## src/rtl/hash_check_pkg.sv

```systemverilog
// Shared types, FSM states and helpers for the hash checker and its target decoder.
package hash_check_pkg;

  typedef logic [255:0] hash_t;
  typedef logic [31:0]  difficulty_t;

  typedef enum logic [1:0] {
    IDLE      = 2'd0,
    SEARCH    = 2'd1,
    FOUND     = 2'd2,
    EXHAUSTED = 2'd3
  } check_state_t;

  localparam hash_t TARGET_MAX = '1;

  // Exponents above this value push every mantissa bit past bit 255.
  localparam logic [7:0] EXP_SATURATE = 8'd34;
  localparam logic [7:0] EXP_UNITY    = 8'd3;

  // Reverses byte order so that byte 0 of the SHA output becomes the most significant byte.
  function automatic hash_t byte_swap(input hash_t h);
    hash_t r;
    r = '0;
    for (int i = 0; i < 32; i++) begin
      r[8*i +: 8] = h[8*(31-i) +: 8];
    end
    return r;
  endfunction

endpackage

```

## src/rtl/hash_target_decode.sv

```systemverilog
// Expands a compact difficulty word (exponent E, mantissa M) into the full 256-bit target.
module hash_target_decode
  import hash_check_pkg::*;
(
  input  difficulty_t difficulty,
  output hash_t       target
);

  logic [7:0] exponent;
  hash_t      mantissa;

  assign exponent = difficulty[31:24];
  assign mantissa = {232'd0, difficulty[23:0]};

  // Shift counts are whole bytes; bits pushed past either end are simply dropped.
  always_comb begin
    target = '0;
    if (exponent > EXP_SATURATE) begin
      target = TARGET_MAX;
    end else if (exponent >= EXP_UNITY) begin
      target = mantissa << {exponent - EXP_UNITY, 3'b000};
    end else begin
      target = mantissa >> {EXP_UNITY - exponent, 3'b000};
    end
  end

endmodule

```

## config.mk

```make
export PLATFORM = sky130hd
export DESIGN_NAME = hash_target_decode
export DESIGN_NICKNAME = d
export VERILOG_FILES = /design/src/rtl/hash_check_pkg.sv /design/src/rtl/hash_target_decode.sv
export SDC_FILE = /design/constraint.sdc
export NUM_CORES = 1
export LEC_CHECK = 0
export ABC_CLOCK_PERIOD_IN_PS = 2500
export CAP_MARGIN = 15
export CELL_PAD_IN_SITES_DETAIL_PLACEMENT = 0
export CELL_PAD_IN_SITES_GLOBAL_PLACEMENT = 1
export CORE_MARGIN = 8
export CORE_UTILIZATION = 20
export DETAILED_ROUTE_END_ITERATION = 10
export PLACE_DENSITY_LB_ADDON = 0.1
export SLEW_MARGIN = 20
export SYNTH_ARGS = -nofsm -noshare
export SYNTH_HDL_FRONTEND = slang
export SYNTH_SLANG_ARGS = --single-unit
```

## constraint.sdc

```tcl
create_clock -name vclk -period 2.5
set_clock_uncertainty 0.15 [all_clocks]
set_input_delay 0.25 -clock vclk [all_inputs]
set_output_delay 0.25 -clock vclk [all_outputs]
set_load 0.05 [all_outputs]
```

==> out/summary.md <==
* slew at the pin with the worst max-slew slack: 0.629 ns
* Worst VDD drop: 0.000121 V
* count of nets left with antenna violations after detail routing: 0
* combinational family with the most area after synthesis: compound AO/OA/AOI/OAI gates
* switching power total: 2.22 mW
* Tcrit/Tclk final: 1.10
* highest achievable clock rate: 0.364 GHz
* failing checks: negative setup slack
* Worst Hold Margin: 1.18 ns
* proportion of synthesized area in mux cells: 0.0206
* final standard cell utilization of the core: 0.801
* Combinational Power Share: 1.000
* synthesized instance count: 660
* initial antenna violation count: 0
* Cell Int Power: 1.65 mW
* I/O Buffers: 288
* met2 WL post-DR: 19400 µm
* DR top layer: met4
* Netlist cell types: 56
* post-placement worst setup slack: -0.819 ns
* final WL: 37200 µm
* number of placed instances with taps included: 1410
* leftover overflow at the end of global routing: 0
* via count: 8092
* final routed DRC violation total: 0
* RD Place Congestion: 0.997
* Syn-to-layout area delta: 294%
* CP startpoint kind: input port
* ratio of total power to cell area: 249 mW/mm²
* area of the die: 0.0245 mm²
* Worst Path Max Fanout: 6
* combined area of all synthesized cells: 0.00394 mm²
* Slew headroom: 0.569
* vias per cell: 5.57
* Total Nets Final: 1225
* # clk buffers: 0
* total negative slack: -44.77 ns
* portion of total power attributed to the clock network: 0
* total nets after synthesis: 695
* Final Hold Vio Count: 0
* number of pins with negative max-slew slack in the final report: 0
* ratio of cells with drive above 1 in the final layout: 0.776
* Synth Area in Compound Gates: 0.562
* switch share: 0.573
* post-route insts no fill: 1453
* met3 routed WL: 2620 µm
* xor-xnor portion of the synthesized cell area: 0.0152
* global-route wire length before repair: 52500 µm
* leakage power total: 5.75 nW
* maximum number of pins on one net before global-route repair: 33
* number of placed I/O pins: 288
* synthesized-area fraction occupied by adder cells: 0.00952
* detailed-route wire length per cell: 25.6 µm
* CTS Hold Bufs: 0
* effective utilization at floorplan: 0.203
* sequential share of power: 0
* FF+latch count: 0
* number of global-route vias before repair: 8324
* count of inserted antenna diode cells: 0
* die height: 156 µm
* GRT Total Usage: 0.271
* data required time of the worst path: 2.10 ns
* Critical Path Sink Type: output pin
* cell row count: 51
* count of max-cap constraint violations: 0
* outcome: finished, violations left
* Storage cell area: 0 µm²
* CP Data Arrival Time: 2.35 ns
* first-pass iteration count of the detailed router: 5
* Placeable Area: 0.0194 mm²
* average cell area after synthesis: 5.98 µm²
* HPWL after detailed placement: 27000 µm
* post-layout min period: 2.75 ns
* unrepaired setup endpoints after global routing: yes
* worst setup path category: in -> out
* warnings from Yosys: 0
* post-synthesis sequential area ratio: 0
* detailed-routing wirelength on met1: 14000 µm
* Die Span X: 156 µm
* area fraction in and, or, nand and nor cells after synthesis: 0.274
* final setup violation count: 256
* first-iteration detailed-routing DRC count: 457
* worst hold path class: in -> out
* final setup slack of the worst path: -0.249 ns
[layer usage]
layer,vias up,GRT usage
met2,412,0.501
met1,4012,0.320
met4,0,0.0659
met5,-,0
met3,67,0.0416
li1,3601,-
[stage by stage]
stage	area [µm²]	power [mW]
2_1_floorplan	6800	1.82
3_3_place_gp	13600	3.42
3_5_place_dp	13600	3.46
4_1_cts	15000	3.72
5_1_grt	15500	3.99
6_report	15500	3.87
[cells in the mapped netlist (4+ instances only)]
master,n,area share
o21ai_0,198,0.25
nand2b_1,27,0.043
inv_1,13,0.012
o22ai_1,7,0.011
nand3b_1,9,0.017
a211o_1,8,0.018
or3_1,7,0.011
nor3b_1,4,0.0076
a21oi_1,23,0.029
buf_1,6,0.0057
buf_2,35,0.044
a32oi_1,9,0.020
nor2b_1,8,0.013
o21ai_1,12,0.015
nor3_1,10,0.013
and2_1,8,0.013
nand2_1,76,0.072
clkbuf_1,40,0.038
nand3_1,30,0.038
nand4_1,4,0.0063
a311oi_1,9,0.020
a41oi_1,8,0.018
o221ai_2,18,0.069
xnor2_1,4,0.0089
mux2i_1,7,0.018
nor2_1,11,0.010
buf_4,5,0.0095
o221ai_1,30,0.067
[final timing paths]
check / cells after the start / slack (ns) / to / startpoint
worst max-delay path: 14 / -0.25 / target[12] / difficulty[26]
worst min-delay path: 8 / 1.18 / target[137] / difficulty[27]
[layout by cell type (no fill, tap or decap), drive strengths merged, types with 10 or more instances in the layout]
| cell type | Yosys | final |
|---|---|---|
| buf | 49 | 583 |
| o21ai | 210 | 210 |
| nand2 | 76 | 76 |
| o221ai | 48 | 48 |
| nand3 | 30 | 30 |
| nand2b | 27 | 27 |
| clkdlybuf4s50 | 0 | 24 |
| a21oi | 24 | 24 |
| inv | 13 | 12 |
| nor3 | 12 | 12 |
| nor2 | 11 | 11 |
| a311oi | 10 | 10 |
[worst max-delay path, cell delays in order]
cell and delay (ns):
buf_8 0.08, clkinvlp_4 0.12, ha_4 0.20, a21boi_4 0.18, buf_6 0.15, a32oi_1 0.08, o211ai_1 0.12, buf_4 0.21
buf_16 0.15, nand2b_4 0.07, buf_12 0.15, buf_16 0.15, o221ai_4 0.24, buf_12 0.18
[kinds of logic after synthesis]
| group | Yosys count |
|---|---|
| fa+ha+maj | 3 |
| mux | 8 |
| simple gates | 203 |
| buf+inv | 102 |
| xor+xnor | 6 |
| compound gates | 338 |
[area by class of cell]
| type | instances | area [µm²] |
|---|---|---|
| fillers | 1102 | 3860 |
| multi-input cells | 558 | 6890 |
| well taps | 265 | 332 |
| inverters | 13 | 60.1 |
| repair buffers | 617 | 8260 |
[timing repair]
item / CTS / global route
resized for setup: 216 / 91
gates cloned: 11 / 4
buffers inserted: 23 / 12
pin swaps: 70 / 61
endpoints found under the setup margin: 256 / 256
[power groups by stage]
| stage | logic [mW] | registers, mW | clock network, mW |
|---|---|---|---|
| after CTS | 3.72 | 0 | 0 |
| final | 3.87 | 0 | 0 |
| after floorplan | 1.82 | 0 | 0 |
| after global placement | 3.42 | 0 | 0 |
| after detailed placement | 3.46 | 0 | 0 |
| after global routing | 3.99 | 0 | 0 |
Note: power is estimated with default switching activity, not from simulation.
